===== src/rtl/seg_scan_display_if.sv =====
// Bundles the counter-side inputs and the display-side outputs of the
// seven-segment scanner.
//   master : drives value_in / value_strobe / blank_empty, observes the display
//   slave  : the scanner itself
// Signals:
//   value_in      4           counter value from the display counter
//   value_strobe  1           1-cycle pulse, same cycle as the counter's enable
//   blank_empty   1           1: digits that never captured a value are dark
//   seg_out       7           segments {g,f,e,d,c,b,a}
//   digit_en      NUM_DIGITS  one-hot active-high digit select
//   digit_idx     clog2(N)    index of the digit currently driven
interface seg_scan_display_if #(
    parameter int NUM_DIGITS = 4
);
    logic [3:0]                    value_in;
    logic                          value_strobe;
    logic                          blank_empty;
    logic [6:0]                    seg_out;
    logic [NUM_DIGITS-1:0]         digit_en;
    logic [$clog2(NUM_DIGITS)-1:0] digit_idx;

    modport master (
        output value_in, value_strobe, blank_empty,
        input  seg_out, digit_en, digit_idx
    );

    modport slave (
        input  value_in, value_strobe, blank_empty,
        output seg_out, digit_en, digit_idx
    );
endinterface


===== src/rtl/seg_scan_display.sv =====
// Seven-segment scanner for the display counter. Keeps the last NUM_DIGITS
// counter values (newest in digit 0) and time-multiplexes them onto a
// shared segment bus, each digit staying selected for REFRESH_DIV cycles.
// Ports:
//   clock  in   system clock, all state on posedge
//   reset  in   synchronous, active-high
//   bus    slave modport of seg_scan_display_if (value_in, value_strobe,
//          blank_empty in; seg_out, digit_en, digit_idx out, all registered)
module seg_scan_display #(
    parameter int NUM_DIGITS     = 4,
    parameter int REFRESH_DIV    = 50000,
    parameter int SEG_ACTIVE_LOW = 1
) (
    input  logic                clock,
    input  logic                reset,
    seg_scan_display_if.slave   bus
);
    localparam int IDX_W = $clog2(NUM_DIGITS);
    localparam int CNT_W = $clog2(REFRESH_DIV);
    localparam logic [6:0] SEG_OFF = (SEG_ACTIVE_LOW != 0) ? 7'h7F : 7'h00;
    localparam logic [NUM_DIGITS-1:0] DIGIT0_EN = NUM_DIGITS'(1);

    // Hex digit to active-high segment code {g,f,e,d,c,b,a}.
    function automatic logic [6:0] enc(input logic [3:0] v);
        logic [6:0] c;
        case (v)
            4'h0:    c = 7'h3F;
            4'h1:    c = 7'h06;
            4'h2:    c = 7'h5B;
            4'h3:    c = 7'h4F;
            4'h4:    c = 7'h66;
            4'h5:    c = 7'h6D;
            4'h6:    c = 7'h7D;
            4'h7:    c = 7'h07;
            4'h8:    c = 7'h7F;
            4'h9:    c = 7'h6F;
            4'hA:    c = 7'h77;
            4'hB:    c = 7'h7C;
            4'hC:    c = 7'h39;
            4'hD:    c = 7'h5E;
            4'hE:    c = 7'h79;
            4'hF:    c = 7'h71;
            default: c = 7'h00;
        endcase
        return c;
    endfunction

    logic                  strobe_d_r;
    logic [3:0]            hist_r [NUM_DIGITS];
    logic [NUM_DIGITS-1:0] vld_r;
    logic [CNT_W-1:0]      ref_cnt_r;
    logic [IDX_W-1:0]      scan_idx_r;
    logic [6:0]            seg_out_r;
    logic [NUM_DIGITS-1:0] digit_en_r;
    logic [IDX_W-1:0]      digit_idx_r;

    logic                  ref_last_s;
    logic                  scan_last_s;
    logic [6:0]            code_s;
    logic [6:0]            seg_next_s;

    // Capture: the strobe is delayed one cycle so value_in is sampled after
    // the upstream counter has already incremented.
    always_ff @(posedge clock) begin
        if (reset) begin
            strobe_d_r <= 1'b0;
            vld_r      <= {NUM_DIGITS{1'b0}};
            for (int k = 0; k < NUM_DIGITS; k++) begin
                hist_r[k] <= 4'h0;
            end
        end else begin
            strobe_d_r <= bus.value_strobe;
            if (strobe_d_r) begin
                hist_r[0] <= bus.value_in;
                for (int k = 1; k < NUM_DIGITS; k++) begin
                    hist_r[k] <= hist_r[k-1];
                end
                vld_r <= {vld_r[NUM_DIGITS-2:0], 1'b1};
            end else begin
                vld_r <= vld_r;
            end
        end
    end

    // Terminal counts of the refresh divider and the digit scan.
    always_comb begin
        ref_last_s  = (ref_cnt_r == CNT_W'(REFRESH_DIV - 1));
        scan_last_s = (scan_idx_r == IDX_W'(NUM_DIGITS - 1));
    end

    // Refresh divider and scan index; explicit wrap keeps non-power-of-2
    // digit counts legal.
    always_ff @(posedge clock) begin
        if (reset) begin
            ref_cnt_r  <= {CNT_W{1'b0}};
            scan_idx_r <= {IDX_W{1'b0}};
        end else if (ref_last_s) begin
            ref_cnt_r  <= {CNT_W{1'b0}};
            scan_idx_r <= scan_last_s ? {IDX_W{1'b0}} : (scan_idx_r + IDX_W'(1));
        end else begin
            ref_cnt_r  <= ref_cnt_r + CNT_W'(1);
        end
    end

    // Segment pattern for the digit currently selected by the scan.
    always_comb begin
        code_s = enc(hist_r[scan_idx_r]);
        if (bus.blank_empty && !vld_r[scan_idx_r]) begin
            seg_next_s = SEG_OFF;
        end else if (SEG_ACTIVE_LOW != 0) begin
            seg_next_s = ~code_s;
        end else begin
            seg_next_s = code_s;
        end
    end

    // Output register: one cycle behind scan index and history.
    always_ff @(posedge clock) begin
        if (reset) begin
            seg_out_r   <= SEG_OFF;
            digit_en_r  <= {NUM_DIGITS{1'b0}};
            digit_idx_r <= {IDX_W{1'b0}};
        end else begin
            seg_out_r   <= seg_next_s;
            digit_en_r  <= DIGIT0_EN << scan_idx_r;
            digit_idx_r <= scan_idx_r;
        end
    end

    assign bus.seg_out   = seg_out_r;
    assign bus.digit_en  = digit_en_r;
    assign bus.digit_idx = digit_idx_r;
endmodule


===== src/flat_wrapper.sv =====
// flat-port wrapper written by rule: the top's interface ports become plain ports
module seg_scan_display_flat 
#(
    parameter int NUM_DIGITS     = 4,
    parameter int REFRESH_DIV    = 50000,
    parameter int SEG_ACTIVE_LOW = 1
)
  (clock, reset, bus_value_in, bus_value_strobe, bus_blank_empty, bus_seg_out, bus_digit_en, bus_digit_idx);
  seg_scan_display_if #(.NUM_DIGITS(NUM_DIGITS)) bus_i ();
  input  logic clock;
  input  logic reset;
  input wire logic [$bits(bus_i.value_in)-1:0] bus_value_in;
  input wire logic [$bits(bus_i.value_strobe)-1:0] bus_value_strobe;
  input wire logic [$bits(bus_i.blank_empty)-1:0] bus_blank_empty;
  output wire logic [$bits(bus_i.seg_out)-1:0] bus_seg_out;
  output wire logic [$bits(bus_i.digit_en)-1:0] bus_digit_en;
  output wire logic [$bits(bus_i.digit_idx)-1:0] bus_digit_idx;
  assign bus_i.value_in = bus_value_in;
  assign bus_i.value_strobe = bus_value_strobe;
  assign bus_i.blank_empty = bus_blank_empty;
  assign bus_seg_out = bus_i.seg_out;
  assign bus_digit_en = bus_i.digit_en;
  assign bus_digit_idx = bus_i.digit_idx;
  seg_scan_display #(.NUM_DIGITS(NUM_DIGITS), .REFRESH_DIV(REFRESH_DIV), .SEG_ACTIVE_LOW(SEG_ACTIVE_LOW)) u_core (.clock(clock), .reset(reset), .bus(bus_i));
endmodule

===== config.mk =====
export PLATFORM = sky130hd
export DESIGN_NAME = seg_scan_display_flat
export DESIGN_NICKNAME = d
export VERILOG_FILES = /design/src/rtl/seg_scan_display_if.sv /design/src/rtl/seg_scan_display.sv /design/src/flat_wrapper.sv
export SDC_FILE = /design/constraint.sdc
export NUM_CORES = 1
export LEC_CHECK = 0
export BUFFER_PORTS_ARGS = -buffer_cell sky130_fd_sc_hd__buf_4
export CAP_MARGIN = 20
export CORE_MARGIN = 8
export CORE_UTILIZATION = 51
export CTS_BUF_LIST = sky130_fd_sc_hd__clkbuf_4 sky130_fd_sc_hd__clkbuf_8
export DETAILED_ROUTE_END_ITERATION = 7
export PLACE_DENSITY = 0.7
export SKIP_CTS_REPAIR_TIMING = 1
export SLEW_MARGIN = 10
export SYNTH_ARGS = -nofsm -noshare
export SYNTH_HDL_FRONTEND = slang
export SYNTH_SLANG_ARGS = --single-unit

===== constraint.sdc =====
create_clock -name clock -period 3.27 [get_ports clock]
set_input_delay 0.654 -clock clock [delete_from_list [all_inputs] [get_ports clock]]
set_output_delay 0.654 -clock clock [all_outputs]
set_load 0.01 [all_outputs]

==> load_flow_metrics.sql <==
INSERT INTO impl_metrics (metric_group, metric, value, unit) VALUES
('sta', 'clock_skew_after_layout', '4.56', 'ps'),
('clock_network', 'tritoncts.num_buffers', '5', ''),
('worst_hold_path', 'worst_hold_path_type', 'register to register', ''),
('floorplan', 'die_height', '84.6', 'um'),
('critical_path', 'cp-start-kind', 'register', ''),
('clock_network', 'htree_num_levels', '2', ''),
('clock_network', 'cts.sinks', '54', ''),
('pwr', 'ir_drop', '0.000234', 'V'),
('sta', 'timing.max_slew.rel_slack', '44.3', '%'),
('logic_synthesis', 'synth_cells', '219', ''),
('logic_synthesis', 'cell_area_synth', '2400', 'sq um'),
('pwr', 'seq_power_share', '57.0', '%'),
('status', 'run_status', 'complete, no violations', ''),
('clock_network', 'ctsLongestPathBuffers', '2', ''),
('detailed_routing', 'dr.first_iter.drc_count', '74', ''),
('worst_hold_path', 'worst_hold_startpoint', 'u_core.ref_cnt_r[0]$_SDFF_PP0_', ''),
('detailed_routing', 'count_of_nets_left_with_antenna_violations_after_detail_routing', '0', ''),
('sta', 'maximum_frequency_from_static_timing_analysis', '438', 'MHz'),
('sta', 'slew_violations', '0', ''),
('clock_network', 'ctsRootBufferMaster', 'clkbuf_8', ''),
('sta', 'setup_repair_after_global_routing_missed_its_margin', 'false', ''),
('pwr', 'combPwrFrac', '6.9', '%'),
('cells_and_area', 'area_delta_synth_final', '12.1', '%'),
('place', 'buffer_ports.inserted', '20', ''),
('pwr', 'p_leak', '1.04', 'nW'),
('critical_path', 'worst_ep_arrival_time', '2510', 'ps'),
('global_routing', 'grt_overflow', '0', ''),
('flow_run', 'max-cap-violations', '0', ''),
('place', 'placedInstanceArea', '2570', 'sq um'),
('floorplan', 'rows', '25', ''),
('sta', 'hold_ws', '452', 'ps'),
('global_routing', 'groute.usage.overall', '11.8', '%'),
('cells_and_area', 'postLayoutCellArea', '2690', 'sq um'),
('sta', 'setup-violations-final', '0', ''),
('global_routing', 'grt_antenna_before_repair', '0', ''),
('critical_path', 'crit_path_max_fanout', '9', ''),
('cells_and_area', 'final_std_cells_w_o_fill', '292', ''),
('critical_path', 'timing.critical_path.slowest_cell_delay', '710', 'ps'),
('logic_synthesis', 'syn-num-nets', '235', ''),
('sta', 'worstMarginPinSlew', '833', 'ps'),
('critical_path', 'timing.critical_path.to_type', 'register', ''),
('critical_path', 'worst_r2r_setup_slack', '990', 'ps'),
('sta', 'final_hold_viol_count', '0', ''),
('logic_synthesis', 'share_of_the_yosys_chip_area_belonging_to_registers', '51.7', '%'),
('critical_path', 'timing_worst_setup_path_type', 'register to register', ''),
('floorplan', 'core_area', '4630', 'sq um'),
('place', 'detailedPlacementHpwl', '2790', 'um'),
('logic_synthesis', 'ys_seq_elements', '54', ''),
('place', 'dpl.cell_count', '284', ''),
('global_routing', 'global_route_wire_length_before_repair', '6910', 'um'),
('pwr', 'internal-power', '0.000988', 'W'),
('logic_synthesis', 'postSynth.asyncResetShare', '0', '%'),
('floorplan', 'starting_density_of_the_core', '51.8', '%'),
('logic_synthesis', 'synth-main-ff-cell', 'dfxtp_1', ''),
('global_routing', 'grt_pass1_vias', '1475', ''),
('critical_path', 'crit-reg2reg-capture', 'u_core.bus.seg_out[0]$_SDFF_PP1_', ''),
('detailed_routing', 'wire_per_inst', '13.8', 'um'),
('logic_synthesis', 'yosysWarningCount', '0', ''),
('clock_network', 'clk_transition_reported_paths', '100', 'ps'),
('worst_hold_path', 'worstHoldPathCells', '1', ''),
('critical_path', 'path_cells', 'mux4_1 > inv_1 > ha_1 > nor2b_1 > a22o_1 > o31ai_1', ''),
('detailed_routing', 'routed-via-count', '1576', ''),
('detailed_routing', 'detailed_route_vias_per_instance', '5.40', ''),
('pwr', 'power.switching', '0.000287', 'W'),
('detailed_routing', 'dr.pass1.iters', '4', ''),
('worst_hold_path', 'worstHoldEndpoint', 'u_core.ref_cnt_r[0]$_SDFF_PP0_', ''),
('cells_and_area', 'net_count_reported_at_finish', '253', ''),
('detailed_routing', 'drc', '0', ''),
('floorplan', 'die-width', '84.6', 'um'),
('pwr', 'switching_share', '22.5', '%'),
('logic_synthesis', 'post_synth_num_cell_types', '41', '');
[power groups by stage]
stage | combinational [W] | sequential (W) | clock [W]
finish | 0.0000878 | 0.000727 | 0.000461
global route | 0.0000989 | 0.000730 | 0.000497
floorplan | 0.0000558 | 0.000740 | 0
global placement | 0.0000873 | 0.000741 | 0
CTS | 0.0000888 | 0.000727 | 0.000472
detailed placement | 0.0000887 | 0.000742 | 0
[state kept, by name, summed over array words and instances (netlist names), named ones only]
signal and flops:
u_core.bus.digit_en 4, u_core.bus.digit_idx 2, u_core.bus.seg_out 7, u_core.hist_r 16, u_core.ref_cnt_r 16, u_core.scan_idx_r 2, u_core.strobe_d_r 1, u_core.vld_r 4
[through the flow]
stage / power (W) / utilization [%] / setup WS (ps)
2_1_floorplan: 0.000796 / - / 1320
3_3_place_gp: 0.000828 / 55.5 / 1070
3_5_place_dp: 0.000831 / 55.5 / 998
4_1_cts: 0.00129 / 58.1 / 984
5_1_grt: 0.00133 / 58.1 / 828
6_report: 0.00127 / 58.1 / 989
[cells by family after synthesis]
| kind of cell | Yosys count | synth area share, % |
|---|---|---|
| XOR/XNOR | 13 | 4.75 |
| AO/OA/AOI/OAI | 24 | 6.47 |
| flip-flops | 54 | 51.7 |
| adder cells (fa/ha/maj) | 8 | 4.17 |
| buffers and inverters | 14 | 2.66 |
| AND/OR/NAND/NOR | 88 | 20.2 |
| multiplexers | 18 | 9.96 |
[worst max-delay path by stage]
stage	end	cells past startpoint
after floorplan	u_core.bus.seg_out[0]$_SDFF_PP1_	7
after global placement	u_core.bus.seg_out[0]$_SDFF_PP1_	6
after detailed placement	u_core.bus.seg_out[0]$_SDFF_PP1_	6
after CTS	u_core.bus.seg_out[0]$_SDFF_PP1_	6
after global routing	u_core.bus.seg_out[0]$_SDFF_PP1_	6
final	u_core.bus.seg_out[0]$_SDFF_PP1_	6
[placed cells by master, fill, tap and decap left out, types with 5 or more instances in the layout]
| cell type | n |
|---|---|
| edfxtp_1 | 16 |
| nor2b_1 | 7 |
| dfxtp_1 | 38 |
| nor2_1 | 21 |
| nand4_1 | 5 |
| clkbuf_8 | 5 |
| and2_1 | 18 |
| nand2_1 | 11 |
| o21ai_0 | 5 |
| buf_4 | 20 |
| xor2_1 | 9 |
| inv_1 | 5 |
| mux2i_1 | 10 |
| ha_1 | 8 |
| a21oi_1 | 6 |
[metal layers]
metal / global-route usage (%) / routed length [um]
met1: 14.8 / 2040
met5: 0 / 0
met3: 4.10 / 168
met4: 3.88 / 54
met2: 18.3 / 1770
[cells in the mapped netlist, types with 2 or more instances]
master / count / area share [%]
mux4_2: 3 / 2.8
o21ai_0: 5 / 1.0
ha_1: 8 / 4.2
dfxtp_1: 38 / 32
mux2i_1: 10 / 4.2
o31ai_1: 3 / 0.94
nand2b_1: 2 / 0.52
xor2_1: 9 / 3.3
a21oi_1: 6 / 1.3
o211ai_1: 2 / 0.63
inv_1: 5 / 0.78
nor2b_1: 7 / 1.8
xnor2_1: 4 / 1.5
and2_1: 18 / 4.7
o21ai_1: 2 / 0.42
or4_1: 2 / 0.63
a221o_1: 2 / 0.83
nand4_1: 5 / 1.3
edfxtp_1: 16 / 20
nor2_1: 21 / 3.3
buf_2: 3 / 0.63
and3_1: 4 / 1.0
and4_1: 2 / 0.73
mux2_2: 4 / 1.9
nor3_1: 2 / 0.42
nand2_1: 11 / 1.7
nand3_1: 4 / 0.83
clkbuf_1: 5 / 0.78
or3_1: 3 / 0.78
nor4bb_1: 2 / 0.83
[worst max-delay path: cells and delay by family, from the launching register on]
kind	cells	cell delay (ps)
AOI/OAI and AO/OA	2	420
adders and majority gates	1	250
buffers and inverters	1	150
DFF	1	610
muxes	1	710
and+or+nand+nor	1	70
[area by class of cell]
type                       count  area (sq um)  share of cell area, %
clock inverter                 3          48.8                   1.81
inverter                       5          18.8                  0.698
timing repair buffer          20           150                   5.58
clock buffer                   5          68.8                   2.56
multi-input combinational    151          1090                   40.7
sequential                    54          1240                   46.2
tap                           54          67.6                   2.51
No activity file was read; power rests on OpenSTA's default activity.
